`src/rtl/alu_seq_pkg.sv`:
```
// Shared definitions for the ALU program sequencer.
//   - default datapath widths (address / RAM word / ALU result)
//   - 3-bit FSM state encoding, also exposed on the top-level debug port
package alu_seq_pkg;

  localparam int ADDR_W_DEF = 10;
  localparam int DATA_W_DEF = 20;
  localparam int RES_W_DEF  = 8;

  typedef enum logic [2:0] {
    S_IDLE  = 3'd0,
    S_FETCH = 3'd1,
    S_WAIT  = 3'd2,
    S_EXEC  = 3'd3,
    S_NEXT  = 3'd4,
    S_HOLD  = 3'd5
  } state_t;

endpackage

```
`src/rtl/seq_lat_timer.sv`:
```
// RAM read-latency timer for the sequencer WAIT state.
//   clk, rst : clock, synchronous active-high reset
//   load     : reload the counter with LAT (asserted during FETCH)
//   dec      : count down by one (asserted during WAIT)
//   expire   : high during the last WAIT cycle (counter about to reach zero)
module seq_lat_timer #(
  parameter int LAT = 1
) (
  input  logic clk,
  input  logic rst,
  input  logic load,
  input  logic dec,
  output logic expire
);

  localparam int CW = $clog2(LAT + 1);

  logic [CW-1:0] cnt;

  always_ff @(posedge clk) begin
    if (rst) begin
      cnt <= '0;
    end else if (load) begin
      cnt <= CW'(LAT);
    end else if (dec && (cnt != '0)) begin
      cnt <= cnt - CW'(1);
    end
  end

  // WAIT starts with cnt == LAT, so the cycle holding 1 is the last one;
  // the decrement on that edge takes the counter to zero.
  assign expire = (cnt == CW'(1));

endmodule

```
`src/rtl/alu_program_sequencer.sv`:
```
// Autonomous RAM -> 20-bit word register -> ALU sequencer.
// Walks pc from a start to an end address (inclusive, wrapping), reads one
// RAM word per step, presents it to the ALU and captures the ALU result.
//   clk, rst           : clock, synchronous active-high reset
//   i_start            : pulse, starts a run (ignored while busy)
//   i_step_mode/i_step : pause after each word / advance one word
//   i_abort            : pulse, ends a busy run without setting o_done
//   i_start_addr/i_end_addr : run bounds, latched on accepted i_start
//   o_ram_addr/o_ram_rd/i_ram_data : RAM read port, RAM_LAT cycle latency
//   o_alu_word/i_alu_result        : ALU operand word and its result
//   o_result/o_result_valid        : captured result + one-cycle strobe
//   o_pc/o_count/o_busy/o_done     : status
//   dbg_state                      : current FSM state
// o_result_valid is a plain strobe with no ready: the result is valid in
// exactly the cycle the strobe is high and is held in o_result afterwards.
module alu_program_sequencer
  import alu_seq_pkg::*;
#(
  parameter int ADDR_W  = ADDR_W_DEF,
  parameter int DATA_W  = DATA_W_DEF,
  parameter int RES_W   = RES_W_DEF,
  parameter int RAM_LAT = 1            // 1..3
) (
  input  logic              clk,
  input  logic              rst,
  input  logic              i_start,
  input  logic              i_step_mode,
  input  logic              i_step,
  input  logic              i_abort,
  input  logic [ADDR_W-1:0] i_start_addr,
  input  logic [ADDR_W-1:0] i_end_addr,
  output logic [ADDR_W-1:0] o_ram_addr,
  output logic              o_ram_rd,
  input  logic [DATA_W-1:0] i_ram_data,
  output logic [DATA_W-1:0] o_alu_word,
  input  logic [RES_W-1:0]  i_alu_result,
  output logic [RES_W-1:0]  o_result,
  output logic              o_result_valid,
  output logic [ADDR_W-1:0] o_pc,
  output logic [ADDR_W:0]   o_count,
  output logic              o_busy,
  output logic              o_done,
  output state_t            dbg_state
);

  state_t            state, next_state;
  logic [ADDR_W-1:0] pc;
  logic [ADDR_W-1:0] end_addr;
  logic              lat_expire;
  logic              abort_now;
  logic              at_end;

  seq_lat_timer #(.LAT(RAM_LAT)) u_lat_timer (
    .clk    (clk),
    .rst    (rst),
    .load   (state == S_FETCH),
    .dec    (state == S_WAIT),
    .expire (lat_expire)
  );

  assign abort_now = i_abort && (state != S_IDLE);
  assign at_end    = (pc == end_addr);

  always_ff @(posedge clk) begin
    if (rst) state <= S_IDLE;
    else     state <= next_state;
  end

  always_comb begin
    next_state = state;
    unique case (state)
      S_IDLE:  if (i_start) next_state = S_FETCH;
      S_FETCH: next_state = S_WAIT;
      S_WAIT:  if (lat_expire) next_state = S_EXEC;
      S_EXEC:  next_state = S_NEXT;
      S_NEXT: begin
        if (at_end)           next_state = S_IDLE;
        else if (i_step_mode) next_state = S_HOLD;
        else                  next_state = S_FETCH;
      end
      S_HOLD:  if (i_step) next_state = S_FETCH;
      default: next_state = S_IDLE;
    endcase
    // Abort overrides every busy transition; in IDLE it has no effect,
    // so a simultaneous start is still accepted.
    if (abort_now) next_state = S_IDLE;
  end

  always_ff @(posedge clk) begin
    if (rst) begin
      pc             <= '0;
      end_addr       <= '0;
      o_alu_word     <= '0;
      o_result       <= '0;
      o_result_valid <= 1'b0;
      o_count        <= '0;
      o_done         <= 1'b0;
    end else begin
      o_result_valid <= 1'b0;
      if (state == S_IDLE) begin
        if (i_start) begin
          pc       <= i_start_addr;
          end_addr <= i_end_addr;
          o_count  <= '0;
          o_done   <= 1'b0;
        end
      end else if (!abort_now) begin
        // On abort all datapath registers hold and the in-flight result
        // is dropped, hence this branch is skipped entirely.
        unique case (state)
          S_WAIT: if (lat_expire) o_alu_word <= i_ram_data;
          S_EXEC: begin
            o_result       <= i_alu_result;
            o_result_valid <= 1'b1;
            o_count        <= o_count + (ADDR_W + 1)'(1);
          end
          S_NEXT: begin
            if (at_end) o_done <= 1'b1;
            else        pc     <= pc + ADDR_W'(1);
          end
          default: ;
        endcase
      end
    end
  end

  assign o_ram_addr = pc;
  assign o_pc       = pc;
  assign o_ram_rd   = (state == S_FETCH);
  assign o_busy     = (state != S_IDLE);
  assign dbg_state  = state;

endmodule

```
`config.mk`:
```
export PLATFORM = sky130hd
export DESIGN_NAME = alu_program_sequencer
export DESIGN_NICKNAME = d
export VERILOG_FILES = /design/src/rtl/alu_seq_pkg.sv /design/src/rtl/seq_lat_timer.sv /design/src/rtl/alu_program_sequencer.sv
export SDC_FILE = /design/constraint.sdc
export NUM_CORES = 1
export LEC_CHECK = 0
export ABC_AREA = 0
export CAP_MARGIN = 0
export CORE_UTILIZATION = 45
export CTS_BUF_LIST = sky130_fd_sc_hd__clkbuf_8
export DETAILED_ROUTE_END_ITERATION = 10
export GPL_ROUTABILITY_DRIVEN = 1
export GPL_TIMING_DRIVEN = 1
export MAX_ROUTING_LAYER = met4
export PLACE_DENSITY = 0.83
export SLEW_MARGIN = 10
export SYNTH_ARGS = -nofsm -noshare
export SYNTH_HDL_FRONTEND = slang
export SYNTH_SLANG_ARGS = --single-unit
```
`constraint.sdc`:
```
create_clock -name clk -period 1.95 [get_ports clk]
set_input_delay 0.2925 -clock clk [delete_from_list [all_inputs] [get_ports clk]]
set_output_delay 0.2925 -clock clk [all_outputs]
set_load 0.05 [all_outputs]
```
==> report_table.html <==
<table>
<tr><th>Metric</th><th>Value</th></tr>
<tr><th colspan="2">Placement</th></tr>
<tr><td>Hpwl dp</td><td>5760 um</td></tr>
<tr><td>Final estimated routing congestion in global placement</td><td>0.901</td></tr>
<tr><td>Port Buffer Count</td><td>119</td></tr>
<tr><td>Placed Instances</td><td>564</td></tr>
<tr><th colspan="2">Critical path</th></tr>
<tr><td>Critical-path top delay cell</td><td>sky130_fd_sc_hd__clkdlybuf4s50_1</td></tr>
<tr><td>Crit path largest cell delay</td><td>0.83 ns</td></tr>
<tr><td>Bufs and invs on worst path</td><td>1</td></tr>
<tr><td>Capture point of the worst reg-to-reg path</td><td>o_pc[7]</td></tr>
<tr><td>WP depth</td><td>1</td></tr>
<tr><td>Cells on worst reg2reg path</td><td>5</td></tr>
<tr><td>CP max FO</td><td>5</td></tr>
<tr><td>Reg2reg setup slack</td><td>0.19 ns</td></tr>
<tr><td>Critical setup path kind</td><td>flop to output port</td></tr>
<tr><td>Endpoint of the worst setup timing path</td><td>o_count[6]</td></tr>
<tr><td>Crit-path leading delay family</td><td>buffers and inverters</td></tr>
<tr><td>Critical path launch point</td><td>o_count[6]</td></tr>
<tr><td>Critical path cell sequence</td><td>clkdlybuf4s50_1</td></tr>
<tr><td>Startpoint of the worst-slack reg-to-reg timing path</td><td>o_pc[6]</td></tr>
<tr><td>Critical Path Source Type</td><td>flop</td></tr>
<tr><td>Required time worst endpoint</td><td>1.66 ns</td></tr>
<tr><td>Endpoint arrival time on the critical path</td><td>1.58 ns</td></tr>
<tr><td>Worst setup EP type</td><td>output port</td></tr>
<tr><th colspan="2">Power</th></tr>
<tr><td>Max rail drop VDD</td><td>0.00119 V</td></tr>
<tr><td>Power per standard cell area</td><td>1230 nW/um^2</td></tr>
<tr><td>P_leak</td><td>1.76 nW</td></tr>
<tr><th colspan="2">CTS</th></tr>
<tr><td>Clock sink total</td><td>65</td></tr>
<tr><td>Number of buffers created by CTS</td><td>9</td></tr>
<tr><td>Clock tree from TritonCTS</td><td>built</td></tr>
<tr><td>Clock slew seen by the registers of the worst setup and hold paths</td><td>0.07 ns</td></tr>
<tr><td>Buffer type at the clock tree root</td><td>sky130_fd_sc_hd__clkbuf_8</td></tr>
<tr><td>Clk Latency, worst-skew pair</td><td>0.34 ns</td></tr>
<tr><td>Number of buffers added for setup after CTS</td><td>0</td></tr>
<tr><td>Number of hold buffers added after cts</td><td>0</td></tr>
<tr><td>Number of levels in the clock H-tree</td><td>3</td></tr>
<tr><td>Maximum buffer depth of the clock tree</td><td>2</td></tr>
<tr><th colspan="2">Synth</th></tr>
<tr><td>Net count of the mapped netlist</td><td>433</td></tr>
<tr><td>Synthesized area per cell</td><td>7.92 um^2</td></tr>
<tr><td>Count of distinct cell types in the synthesized netlist</td><td>49</td></tr>
<tr><td>Proportion of synthesized chip area in sequential cells</td><td>0.436</td></tr>
<tr><td>Post-synth top flop</td><td>sky130_fd_sc_hd__dfxtp_1</td></tr>
<tr><td>Instance count of the mapped netlist</td><td>377</td></tr>
<tr><td>Number of register bits inferred by synthesis</td><td>65</td></tr>
<tr><td>YS warnings</td><td>0</td></tr>
<tr><td>Share of synthesized registers carrying an async set or reset</td><td>0</td></tr>
<tr><td>Area of the mapped netlist</td><td>2990 um^2</td></tr>
<tr><td>Number of enable-type register cells in the synthesized netlist</td><td>0</td></tr>
<tr><th colspan="2">Timing</th></tr>
<tr><td>Number of hold-slack violations in the final timing report</td><td>0</td></tr>
<tr><td>Crit path time final</td><td>1.87 ns</td></tr>
<tr><td>Maximum operating frequency</td><td>0.533 GHz</td></tr>
<tr><td>Post-Route Hold Slack</td><td>0.332 ns</td></tr>
<tr><td>Transition time of the tightest slew-check pin</td><td>0.516 ns</td></tr>
<tr><td>Final setup violation count</td><td>0</td></tr>
<tr><td>Worst slew margin</td><td>0.655</td></tr>
<tr><td>Largest clock skew in the final design</td><td>0.00659 ns</td></tr>
<tr><td>Unrepaired setup endpoints after global routing</td><td>false</td></tr>
<tr><td>Period Utilization, post-route</td><td>0.961</td></tr>
<tr><td>Sum of negative setup slack</td><td>0 ns</td></tr>
<tr><td>Final count of pins violating max slew</td><td>0</td></tr>
<tr><th colspan="2">Floorplanning</th></tr>
<tr><td>Placeable core area</td><td>6390 um^2</td></tr>
<tr><td># rows</td><td>29</td></tr>
<tr><td>Horizontal die dimension</td><td>83.5 um</td></tr>
<tr><td>Die area</td><td>6960 um^2</td></tr>
<tr><td>Total I/O pin count</td><td>120</td></tr>
<tr><td>Height of the die</td><td>83.5 um</td></tr>
<tr><td>Starting density of the core</td><td>0.467</td></tr>
<tr><th colspan="2">Routing</th></tr>
<tr><td>Number of DRC violations after detailed routing</td><td>0</td></tr>
<tr><td>Routed wire length</td><td>7970 um</td></tr>
<tr><td>Via count normalized by instance count</td><td>5.30</td></tr>
<tr><td>Iteration-0 DRC count of the detailed router</td><td>164</td></tr>
<tr><td>Detail Route Antenna Nets</td><td>0</td></tr>
<tr><td>Drt pass-1 iters</td><td>4</td></tr>
<tr><td>Number of vias after detailed routing</td><td>3073</td></tr>
<tr><td>Average wire per standard cell</td><td>13.7 um</td></tr>
<tr><th colspan="2">Finish</th></tr>
<tr><td>Filler instances</td><td>522</td></tr>
<tr><td>Number of antenna repair diodes</td><td>0</td></tr>
<tr><td>Count of non-filler cells in the finished layout</td><td>580</td></tr>
<tr><td>Layout overhead on the synthesized area</td><td>49.6%</td></tr>
<tr><td>Number of nets in the finished design</td><td>554</td></tr>
<tr><td>Fraction of final layout cells with drive strength greater than 1</td><td>0.131</td></tr>
<tr><th colspan="2">Global routing</th></tr>
<tr><td>Total congestion overflow</td><td>0</td></tr>
<tr><td>Antenna violations before repair</td><td>0</td></tr>
<tr><td>Maximum number of pins on one net before global-route repair</td><td>28</td></tr>
<tr><td>Wire length of the first global-routing pass</td><td>13500 um</td></tr>
<tr><td>All-Layer GR Usage</td><td>0.246</td></tr>
<tr><td>Number of global-route vias before repair</td><td>2900</td></tr>
<tr><th colspan="2">Status</th></tr>
<tr><td>Run status</td><td>completed</td></tr>
<tr><th colspan="2">Min path</th></tr>
<tr><td>Type of the worst min-delay path</td><td>input port to flop</td></tr>
<tr><th colspan="2">Job</th></tr>
<tr><td>Maxcap violations</td><td>0</td></tr>
</table>
==> metrics by stage <==
step / utilization / total power (W) / area, um^2 / worst slack [ns]
2_1_floorplan: - / 0.00352 / 2990 / 0.0226
3_3_place_gp: 0.667 / 0.00432 / 4260 / 0.0884
3_5_place_dp: 0.667 / 0.00436 / 4260 / 0.0101
4_1_cts: 0.698 / 0.00551 / 4460 / 0.000517
5_1_grt: 0.699 / 0.00580 / 4470 / 0.0173
6_report: 0.699 / 0.00549 / 4470 / 0.0751
==> cell type report <==
class,count,area (um^2),area share
Clock buffer,11,151,0.0339
Clock inverter,5,55.1,0.0123
Inverter,7,26.3,0.00588
Multi-Input combinational cell,274,1500,0.336
Sequential cell,65,1300,0.292
Tap cell,77,96.3,0.0216
Timing Repair Buffer,141,1340,0.299
==> tightest hold or removal path, cell delays in order <==
cell and delay [ns]:
sky130_fd_sc_hd__buf_2 0.13, sky130_fd_sc_hd__a21o_1 0.16, sky130_fd_sc_hd__a211oi_1 0.05
==> state kept, by name (all words and copies together) (netlist names) <==
signal,flops
dbg_state,3
end_addr,10
o_count,11
o_alu_word,20
o_done,1
o_result_valid,1
o_result,8
u_lat_timer.expire,1
o_pc,10
==> cell families after synthesis <==
kind of cell    count (synthesis)  synth area share
buf+inv                        38            0.0641
flops                          65             0.436
xor+xnor                       21            0.0616
mux                             1           0.00335
fa+ha+maj                       2           0.00838
compound gates                 85             0.167
simple gates                  165             0.260
==> metal layers <==
layer	share of wire	global-route usage	vias up
met1	0.43	0.295	1404
met4	0.018	0.111	0
li1	-	-	1524
met5	0	-	-
met3	0.069	0.0485	15
met2	0.48	0.402	130
==> layout by cell type (no fill, tap or decap), types with 2 or more instances in the layout <==
master,netlist,final
sky130_fd_sc_hd__ha_1,2,2
sky130_fd_sc_hd__xnor2_1,8,8
sky130_fd_sc_hd__buf_4,10,36
sky130_fd_sc_hd__nor2_1,18,18
sky130_fd_sc_hd__o31ai_1,2,2
sky130_fd_sc_hd__nor3_1,9,8
sky130_fd_sc_hd__buf_12,0,2
sky130_fd_sc_hd__a21oi_1,46,46
sky130_fd_sc_hd__nor2b_1,3,3
sky130_fd_sc_hd__nor4_2,3,3
sky130_fd_sc_hd__nand2_1,98,98
sky130_fd_sc_hd__or3_1,3,3
sky130_fd_sc_hd__o21ai_0,13,13
sky130_fd_sc_hd__clkdlybuf4s50_1,0,92
sky130_fd_sc_hd__clkbuf_8,0,11
sky130_fd_sc_hd__nand4_1,4,4
sky130_fd_sc_hd__a31oi_1,4,4
sky130_fd_sc_hd__dfxtp_2,0,2
sky130_fd_sc_hd__dlymetal6s2s_1,0,3
sky130_fd_sc_hd__xor2_1,13,13
sky130_fd_sc_hd__nand3_1,8,8
sky130_fd_sc_hd__inv_1,7,8
sky130_fd_sc_hd__dlygate4sd2_1,0,7
sky130_fd_sc_hd__nor3_2,1,2
sky130_fd_sc_hd__o211ai_1,3,3
sky130_fd_sc_hd__a211oi_1,6,6
sky130_fd_sc_hd__nand2b_1,3,3
sky130_fd_sc_hd__and3b_1,3,3
sky130_fd_sc_hd__dfxtp_1,65,63
==> worst min-delay path by stage <==
stage                       start       endpoint  slack, ns  cells past startpoint
floorplan           i_end_addr[0]    end_addr[0]       0.43                      2
global placement      o_result[0]    o_result[0]       0.44                      2
detailed placement  o_alu_word[7]  o_alu_word[7]       0.45                      2
CTS                           rst   dbg_state[1]       0.31                      3
global route                  rst   dbg_state[2]       0.34                      3
finish                        rst   dbg_state[2]       0.33                      3
==> synthesized netlist by cell type, types with 2 or more instances <==
cell,n,area [um^2]
sky130_fd_sc_hd__buf_4,10,75.1
sky130_fd_sc_hd__clkbuf_1,11,41.3
sky130_fd_sc_hd__nor4_2,3,37.5
sky130_fd_sc_hd__buf_2,9,45.0
sky130_fd_sc_hd__a21oi_1,46,230
sky130_fd_sc_hd__ha_1,2,25.0
sky130_fd_sc_hd__nand3_1,8,40.0
sky130_fd_sc_hd__nand2b_1,3,18.8
sky130_fd_sc_hd__nor2_1,18,67.6
sky130_fd_sc_hd__nor2b_1,3,18.8
sky130_fd_sc_hd__nor3_1,9,45.0
sky130_fd_sc_hd__nand4_1,4,25.0
sky130_fd_sc_hd__and2_1,2,12.5
sky130_fd_sc_hd__and3b_1,3,26.3
sky130_fd_sc_hd__nand2_1,98,368
sky130_fd_sc_hd__a211oi_1,6,45.0
sky130_fd_sc_hd__a31oi_1,4,25.0
sky130_fd_sc_hd__o21ai_0,13,65.1
sky130_fd_sc_hd__o31ai_1,2,15.0
sky130_fd_sc_hd__dfxtp_1,65,1300
sky130_fd_sc_hd__xnor2_1,8,70.1
sky130_fd_sc_hd__o211ai_1,3,22.5
sky130_fd_sc_hd__xor2_1,13,114
sky130_fd_sc_hd__inv_1,7,26.3
sky130_fd_sc_hd__or3_1,3,18.8
==> where the power goes <==
group	internal [W]	total, W	switching, W
combinational	0.000941	0.00258	0.00164
clock	0.000656	0.00119	0.000535
sequential	0.00150	0.00172	0.000224
total	0.00310	0.00549	0.00240
==> what timing repair did <==
item                                    4_1_cts  5_1_grt
gates resized for setup                       7        4
endpoints found under the setup margin        9        4
gates cloned                                  0        0
Power figures use the tool's default switching activity.
